==> src/rtl/fetch_stage_pkg.sv <==
// Shared pipeline definitions: datapath width, reset PC, PC step and the
// bubble encoding used by every pipeline register.
package fetch_stage_pkg;

    localparam int unsigned WORD_W  = 32;
    localparam logic [31:0] RESET_PC = 32'h0000_0000;
    localparam int unsigned PC_STEP = 4;
    localparam int unsigned CNT_W   = 16;

    // A bubble is an all-zero instruction word marked not valid.
    localparam logic [WORD_W-1:0] BUBBLE_INSTR = '0;
    localparam logic              BUBBLE_VALID = 1'b0;

    // Per-edge action of the fetch stage, listed in priority order.
    typedef enum logic [1:0] {
        ACT_RESET,
        ACT_BRANCH,
        ACT_FREEZE,
        ACT_RUN
    } fetch_act_e;

endpackage

==> src/rtl/fetch_stage_if.sv <==
// Instruction-memory port: the fetch stage drives the address, memory
// returns the word combinationally in the same cycle.
interface fetch_stage_if #(
    parameter int unsigned WORD_W = 32
);
    logic [WORD_W-1:0] imem_addr;
    logic [WORD_W-1:0] imem_rdata;

    modport master (output imem_addr, input imem_rdata);
    modport slave  (input imem_addr, output imem_rdata);
endinterface

==> src/rtl/fetch_stage_sat_counter.sv <==
// Saturating up-counter for performance monitoring; sticks at all-ones
// until a synchronous reset.
module sat_counter #(
    parameter int unsigned CNT_W = 16
) (
    input  logic             clk,
    input  logic             rst,
    input  logic             inc,
    output logic [CNT_W-1:0] count
);

    always_ff @(posedge clk) begin
        if (rst) begin
            count <= '0;
        end else if (inc && (count != '1)) begin
            count <= count + 1'b1;
        end
    end

endmodule

==> src/rtl/fetch_stage.sv <==
// Instruction-fetch stage: PC register, instruction-memory addressing and
// the IF/ID pipeline register, with stall and flush performance counters.
module fetch_stage
    import fetch_stage_pkg::*;
#(
    parameter int unsigned       WORD_W   = fetch_stage_pkg::WORD_W,
    parameter logic [WORD_W-1:0] RESET_PC = fetch_stage_pkg::RESET_PC,
    parameter int unsigned       CNT_W    = fetch_stage_pkg::CNT_W
) (
    input  logic               clk,
    input  logic               rst,
    input  logic               freeze,
    input  logic               branch_taken,
    input  logic [WORD_W-1:0]  branch_addr,
    fetch_stage_if.master      imem,
    output logic [WORD_W-1:0]  if_id_pc,
    output logic [WORD_W-1:0]  if_id_instr,
    output logic               if_id_valid,
    output logic [CNT_W-1:0]   stall_count,
    output logic [CNT_W-1:0]   flush_count
);

    logic [WORD_W-1:0] pc;
    logic [WORD_W-1:0] pc_next;
    logic [WORD_W-1:0] branch_target;
    fetch_act_e        act;

    assign imem.imem_addr = pc;
    assign pc_next        = pc + WORD_W'(PC_STEP);
    // Low two bits are masked off so the PC can never become misaligned.
    assign branch_target  = branch_addr & ~WORD_W'(2'b11);

    // Branch outranks freeze: the branch is older than the stalled instruction.
    always_comb begin
        act = ACT_RUN;
        if (rst) begin
            act = ACT_RESET;
        end else if (branch_taken) begin
            act = ACT_BRANCH;
        end else if (freeze) begin
            act = ACT_FREEZE;
        end
    end

    always_ff @(posedge clk) begin
        case (act)
            ACT_RESET: begin
                pc          <= RESET_PC;
                if_id_pc    <= '0;
                if_id_instr <= WORD_W'(BUBBLE_INSTR);
                if_id_valid <= BUBBLE_VALID;
            end
            ACT_BRANCH: begin
                pc          <= branch_target;
                if_id_pc    <= '0;
                if_id_instr <= WORD_W'(BUBBLE_INSTR);
                if_id_valid <= BUBBLE_VALID;
            end
            ACT_FREEZE: begin
                pc          <= pc;
                if_id_pc    <= if_id_pc;
                if_id_instr <= if_id_instr;
                if_id_valid <= if_id_valid;
            end
            default: begin
                pc          <= pc_next;
                if_id_pc    <= pc_next;
                if_id_instr <= imem.imem_rdata;
                if_id_valid <= 1'b1;
            end
        endcase
    end

    sat_counter #(.CNT_W(CNT_W)) u_stall_cnt (
        .clk   (clk),
        .rst   (rst),
        .inc   (act == ACT_FREEZE),
        .count (stall_count)
    );

    sat_counter #(.CNT_W(CNT_W)) u_flush_cnt (
        .clk   (clk),
        .rst   (rst),
        .inc   (act == ACT_BRANCH),
        .count (flush_count)
    );

endmodule

==> src/flat_wrapper.sv <==
// flat-port wrapper written by rule: the top's interface ports become plain ports
module fetch_stage_flat import fetch_stage_pkg::*;
#(
    parameter int unsigned       WORD_W   = fetch_stage_pkg::WORD_W,
    parameter logic [WORD_W-1:0] RESET_PC = fetch_stage_pkg::RESET_PC,
    parameter int unsigned       CNT_W    = fetch_stage_pkg::CNT_W
)
  (clk, rst, freeze, branch_taken, branch_addr, if_id_pc, if_id_instr, if_id_valid, stall_count, flush_count, imem_imem_addr, imem_imem_rdata);
  fetch_stage_if #(.WORD_W(WORD_W)) imem_i ();
  input  logic clk;
  input  logic rst;
  input  logic freeze;
  input  logic branch_taken;
  input  logic [WORD_W-1:0] branch_addr;
  output logic [WORD_W-1:0] if_id_pc;
  output logic [WORD_W-1:0] if_id_instr;
  output logic if_id_valid;
  output logic [CNT_W-1:0] stall_count;
  output logic [CNT_W-1:0] flush_count;
  output wire logic [$bits(imem_i.imem_addr)-1:0] imem_imem_addr;
  input wire logic [$bits(imem_i.imem_rdata)-1:0] imem_imem_rdata;
  assign imem_imem_addr = imem_i.imem_addr;
  assign imem_i.imem_rdata = imem_imem_rdata;
  fetch_stage #(.WORD_W(WORD_W), .RESET_PC(RESET_PC), .CNT_W(CNT_W)) u_core (.clk(clk), .rst(rst), .freeze(freeze), .branch_taken(branch_taken), .branch_addr(branch_addr), .imem(imem_i), .if_id_pc(if_id_pc), .if_id_instr(if_id_instr), .if_id_valid(if_id_valid), .stall_count(stall_count), .flush_count(flush_count));
endmodule
==> config.mk <==
export PLATFORM = sky130hd
export DESIGN_NAME = fetch_stage_flat
export DESIGN_NICKNAME = d
export VERILOG_FILES = /design/src/rtl/fetch_stage_pkg.sv /design/src/rtl/fetch_stage_if.sv /design/src/rtl/fetch_stage_sat_counter.sv /design/src/rtl/fetch_stage.sv /design/src/flat_wrapper.sv
export SDC_FILE = /design/constraint.sdc
export NUM_CORES = 1
export LEC_CHECK = 0
export ABC_CLOCK_PERIOD_IN_PS = 16149
export BUFFER_PORTS_ARGS = -buffer_cell sky130_fd_sc_hd__buf_2
export CAP_MARGIN = 20
export CORE_ASPECT_RATIO = 0.8
export CORE_MARGIN = 2
export CORE_UTILIZATION = 54
export DETAILED_ROUTE_END_ITERATION = 7
export PLACE_DENSITY = 0.95
export RECOVER_POWER = 25
export SLEW_MARGIN = 40
export SYNTH_ARGS = -nofsm -noshare
export SYNTH_HDL_FRONTEND = slang
export SYNTH_HIERARCHICAL = 1
export SYNTH_SLANG_ARGS = --single-unit
==> constraint.sdc <==
create_clock -name clk -period 16.15 [get_ports clk]
set_clock_uncertainty 0.15 [all_clocks]
set_input_delay 3.23 -clock clk [delete_from_list [all_inputs] [get_ports clk]]
set_output_delay 3.23 -clock clk [all_outputs]
set_load 0.05 [all_outputs]
== Word-level counts from Yosys, hierarchy flattened ==
Index checks and enable logic that the tools add are counted.
Storage, ports and cells
  output and inout bits: 129
  bits in registers: 129
Operators by class
  reductions and logical operators: 4
  muxes and demuxes: 7
  add/sub/neg operators: 3
  eq/ne operators: 4
Operator list (count)
  32-bit one-hot mux with 2 select lines: 2
  32-bit one-hot mux with 3 select lines: 1
  16-bit by 1-bit adder with 16-bit output (second input constant): 2
  32-bit by 3-bit adder with 32-bit output (second input constant): 1
  16-bit inequality test (second input constant): 2
  2-bit 2-to-1 mux: 2
  2-bit by 1-bit equality test with 1-bit output (second input constant): 1
  2-bit equality test (second input constant): 1
  1-bit logical AND: 2
  2-bit zero test: 1
  1-bit one-hot mux with 2 select lines: 1
  2-bit OR reduction: 1
  1-bit 2-to-1 mux: 1

== Logic depth before layout (Yosys ltp) ==
  depth after elaboration: 6
  gate-level depth with buffers: 12
  mapped depth without buffers: 8

== Cells and area by module ==
Netlist, hierarchy kept.
By module, submodules not included
  fetch_stage: area an instance 4305.4 µm², cells each 345, times used 1, sequential area each 2792.7 µm²
  sat_counter: area an instance 848.3 µm², cells each 99, times used 2, sequential area each 320.3 µm²

== Worst setup path before layout ==
No wires, ideal clock.
  kind: input to register
  from: input port rst
  to: register u_core.u_stall_cnt.count[13]
  path buffers: 5
  setup slack: 8.358 ns
  arrival time: 7.571 ns
  data required time: 15.930 ns
  library setup time: 0.070 ns
  stages on the path: 12
  cell sequence: buf_4 -> or2_2 -> clkbuf_1 -> inv_1 -> clkbuf_1 -> clkbuf_1 -> nand2_1 -> inv_1 -> nand2_1 -> clkbuf_1 -> or4_1 -> a21oi_1
On the way
  longest elaborated chain between the ends: 3
Ends and longest elaborated chain
  from (decl): line flat_wrapper.sv:11  | input logic rst;
  2-bit 2-to-1 mux: line fetch_stage.sv:36  | if (rst) begin
  2-bit equality test: line fetch_stage.sv:77  | .inc (act == ACT_FREEZE),
  1-bit logical AND: line fetch_stage_sat_counter.sv:15  | end else if (inc && (count != '1)) begin
  to (signal assigned): line fetch_stage_sat_counter.sv:16  | count <= count + 1'b1;
  to (decl): line fetch_stage_sat_counter.sv:9  | output logic [CNT_W-1:0] count
Several ways; a longest one is shown, not always the timed one.
A chain may end at the register's enable or synchronous reset.

== Final worst setup path ==
  from: input port rst
  to: register u_core.u_stall_cnt.count[6]
Same word-level chain as after synthesis.

==> impl_metrics.env <==
export IMPL_gr_usage_met2_pct=46.4
export IMPL_async_flop_share_pct=0
export IMPL_tritoncts="done"
export IMPL_status="finished with violations"
export IMPL_fin_setup_tns_ns=0
export IMPL_drtIter0Drc=561
export IMPL_gp_congestion=0.878
export IMPL_power_leakage_nw=3.06
export IMPL_dp_cells=853
export IMPL_drv_cap=1
export IMPL_top_usage_layer="met2"
export IMPL_critPathMaxFanout=52
export IMPL_num_vias=5306
export IMPL_drive_above_1_share_pct=23.3
export IMPL_postSynthCellCount=543
export IMPL_io_pins=197
export IMPL_worstHoldStart="u_core/u_flush_cnt/count[9]$_SDFFE_PP0P_"
export IMPL_drc_errors=0
export IMPL_finalCriticalPeriod_ns=7.81
export IMPL_grt_overflow=0
export IMPL_postSynthAreaPerCell_um2=11.1
export IMPL_use_met3_pct=7.77
export IMPL_cts_sinks=125
export IMPL_path_buf_inv=4
export IMPL_vias_per_cell=5.98
export IMPL_drtPass1Iterations=7
export IMPL_hold_viol_final=0
export IMPL_final_nets=801
export IMPL_fmax_mhz=128
export IMPL_critical_path_arrival_ns=7.83
export IMPL_diodes=0
export IMPL_dpl_hpwl_um=10800
export IMPL_netlist_area_mm2=0.00600
export IMPL_ys_seq_elements=125
export IMPL_cpPeakStageDelay_ns=1.75
export IMPL_rr_startpoint="u_core/imem.imem_addr[5]$_DFFE_PN_"
export IMPL_intPower_w=0.000653
export IMPL_cp_end_kind="register"
export IMPL_clk_pin_slew_ns=0.05
export IMPL_tightest_slew_ns=2.49
export IMPL_setup_ws_ns=8.34
export IMPL_failed_checks="capacitance limit, slew limit"
export IMPL_grt_antenna_before_repair=1
export IMPL_ys_seq_area_share_pct=57.2
export IMPL_rr_worst_depth=4
export IMPL_slew_headroom_pct=-65.9
export IMPL_grt_usage_pct=26.7
export IMPL_power_density_mw_per_mm2=121
export IMPL_crit_chain="buf_2, clkbuf_1, or2_2, inv_2, nand2_4, inv_1, and4_1, o41ai_1, or3_1, a21oi_1"
export IMPL_postCtsSetupRepairBufs=0
export IMPL_cts_path_max_buffers=2
export IMPL_whs_path_depth=2
export IMPL_grt_pass1_vias=5143
export IMPL_yosys_warnings=6
export IMPL_avgRoutedWirePerCell_um=18.2
export IMPL_htreeDepth=4
export IMPL_postRouteAntennaNets=0
export IMPL_p_comb_share_pct=13.6
export IMPL_hold_path_class="register to register"
export IMPL_die_area_mm2=0.0120
export IMPL_cts_resized=0
export IMPL_cts_root_buf="clkbuf_16"
export IMPL_synth_edff_count=93
export IMPL_io_buffers=190
export IMPL_finalNonFillerCells=887
export IMPL_grt_first_pass_wirelength_um=25000
export IMPL_crit_slowest_cell="clkbuf_1"
export IMPL_drv_slew=53
export IMPL_core_mm2=0.0108
export IMPL_ir_drop_mv=0.0615
export IMPL_critPathTopFamily="buffers and inverters"
export IMPL_pwr_share_clk_pct=44.7
export IMPL_fillers=826
export IMPL_cts_buffers_inserted=17
export IMPL_fin_crit_sh_pct=48.4
export IMPL_synth_cell_types=55
export IMPL_cts_hold_buf=0
export IMPL_use_met1_pct=32.0
export IMPL_r2r_end="u_core/imem.imem_addr[23]$_DFFE_PN_"
export IMPL_swShare_pct=28.7
export IMPL_routed_wl_um=16200
export IMPL_die_w_um=122
export IMPL_r2r_slack_ns=13.26
export IMPL_switchingPower_w=0.000262
export IMPL_setup_violations=0
export IMPL_synth_flop_cell="edfxtp_1"
export IMPL_holdPathEnd="u_core/u_flush_cnt/count[9]$_SDFFE_PP0P_"
export IMPL_critPathLaunchType="primary input"
export IMPL_dp_slack_ns=9.21
export IMPL_p_seq_share_pct=41.7
export IMPL_rsz0062_at_grt="no"
export IMPL_syn_to_final_growth_pct=26.3
export IMPL_final_core_util_pct=69.9
export IMPL_grt_max_degree=53
export IMPL_path_class="primary input to register"
export IMPL_rows=34
export IMPL_start_util_pct=55.3
export IMPL_die_y_um=98.3
export IMPL_clk_latency_ns=0.41
export IMPL_required_ns=16.17
-- metrics by stage --
stage / area [um^2] / hold WS (ns) / total power, W
floorplan: 6010 / 0.580 / 0.000479
global placement: 7020 / 0.354 / 0.000509
detailed placement: 7020 / 0.368 / 0.000513
CTS: 7660 / 0.378 / 0.000921
global route: 7580 / 0.419 / 0.000941
finish: 7580 / 0.387 / 0.000915
-- sequential cells by signal, indices dropped and copies added, names as in the netlist --
| register | flops |
|---|---|
| u_core/u_stall_cnt/count | 16 |
| u_core/if_id_pc | 30 |
| u_core/if_id_instr | 32 |
| u_core/u_flush_cnt/count | 16 |
| u_core/if_id_valid | 1 |
| u_core/imem.imem_addr | 30 |
-- kinds of logic (layout without fill, tap and decap cells) --
family	count (synthesis)	after routing	synth area share (%)
DFF	125	125	57.2
adders and majority gates	3	3	0.625
muxes	4	4	0.709
buffers and inverters	48	245	3.67
other	1	4	0.0625
AOI/OAI and AO/OA	100	100	11.2
and+or+nand+nor	248	248	24.5
xor gates and xnor gates	14	14	2.04
-- worst max path at each step --
stage                     startpoint                                   endpoint  slack, ns  cells past startpoint
after floorplan                  rst  u_core/u_stall_cnt/count[13]$_SDFFE_PP0P_       8.36                     12
after global placement           rst  u_core/u_stall_cnt/count[11]$_SDFFE_PP0P_       8.94                      9
after detailed placement         rst  u_core/u_stall_cnt/count[11]$_SDFFE_PP0P_       9.21                      9
after CTS                        rst  u_core/u_stall_cnt/count[11]$_SDFFE_PP0P_       9.64                      9
after global routing             rst   u_core/u_stall_cnt/count[6]$_SDFFE_PP0P_       8.00                     10
final                            rst   u_core/u_stall_cnt/count[6]$_SDFFE_PP0P_       8.34                     10
-- tightest hold or removal path: cells and delay by family, from the launching register on --
kind	cells	cell delay [ns]
DFF	1	0.35
AOI/OAI and AO/OA	2	0.14
-- area by class of cell --
| class | count | area (um^2) | area share [%] |
|---|---|---|---|
| Clock buffer | 18 | 429 | 5.66 |
| Clock inverter | 14 | 206 | 2.72 |
| Inverter | 18 | 67.6 | 0.891 |
| Multi-Input combinational cell | 373 | 2370 | 31.3 |
| Sequential cell | 125 | 3430 | 45.3 |
| Tap cell | 144 | 180 | 2.38 |
| Timing Repair Buffer | 195 | 896 | 11.8 |
-- synthesized netlist by cell type, drive strengths merged, types with 6 or more instances --
| cell | count | area (um^2) |
|---|---|---|
| nor3 | 15 | 75.1 |
| o21ai | 15 | 75.1 |
| edfxtp | 93 | 2790 |
| a211oi | 6 | 45.0 |
| nor4 | 10 | 92.6 |
| dfxtp | 32 | 641 |
| or4 | 22 | 181 |
| clkbuf | 15 | 57.6 |
| inv | 18 | 67.6 |
| nor2 | 42 | 158 |
| a21oi | 29 | 145 |
| xnor2 | 12 | 105 |
| and2 | 34 | 213 |
| nand3 | 30 | 163 |
| a21o | 11 | 82.6 |
| or3 | 16 | 101 |
| o31ai | 15 | 113 |
| buf | 15 | 95.1 |
| and4 | 9 | 78.8 |
| nand2 | 36 | 140 |
| nand4 | 15 | 124 |
-- cell usage in the layout (no fill, tap or decap), types with 11 or more instances in the layout --
cell type	count
or3_1	15
o31ai_1	15
nor3_1	15
clkbuf_1	73
edfxtp_1	93
or4_1	17
nand4_1	13
inv_1	17
clkbuf_16	17
nor2_1	41
dfxtp_1	32
and2_1	34
o21ai_0	15
a21oi_1	29
nand3_1	29
xnor2_1	12
a21o_1	11
nand2_1	33
buf_2	119
-- per-layer routing --
metal  vias to the layer above  wire [um]
li1                       2443          -
met5                         -         13
met3                        40       1400
met2                       306       8200
met1                      2515       6270
met4                         2        272
-- power by group through the flow --
stage | Combinational (W) | Sequential (W) | Clock, W
2_1_floorplan | 0.0000277 | 0.000451 | 0
3_3_place_gp | 0.000124 | 0.000386 | 0
3_5_place_dp | 0.000126 | 0.000387 | 0
4_1_cts | 0.000127 | 0.000381 | 0.000413
5_1_grt | 0.000129 | 0.000383 | 0.000429
6_report | 0.000124 | 0.000381 | 0.000409
(Power assumes the default switching activity.)
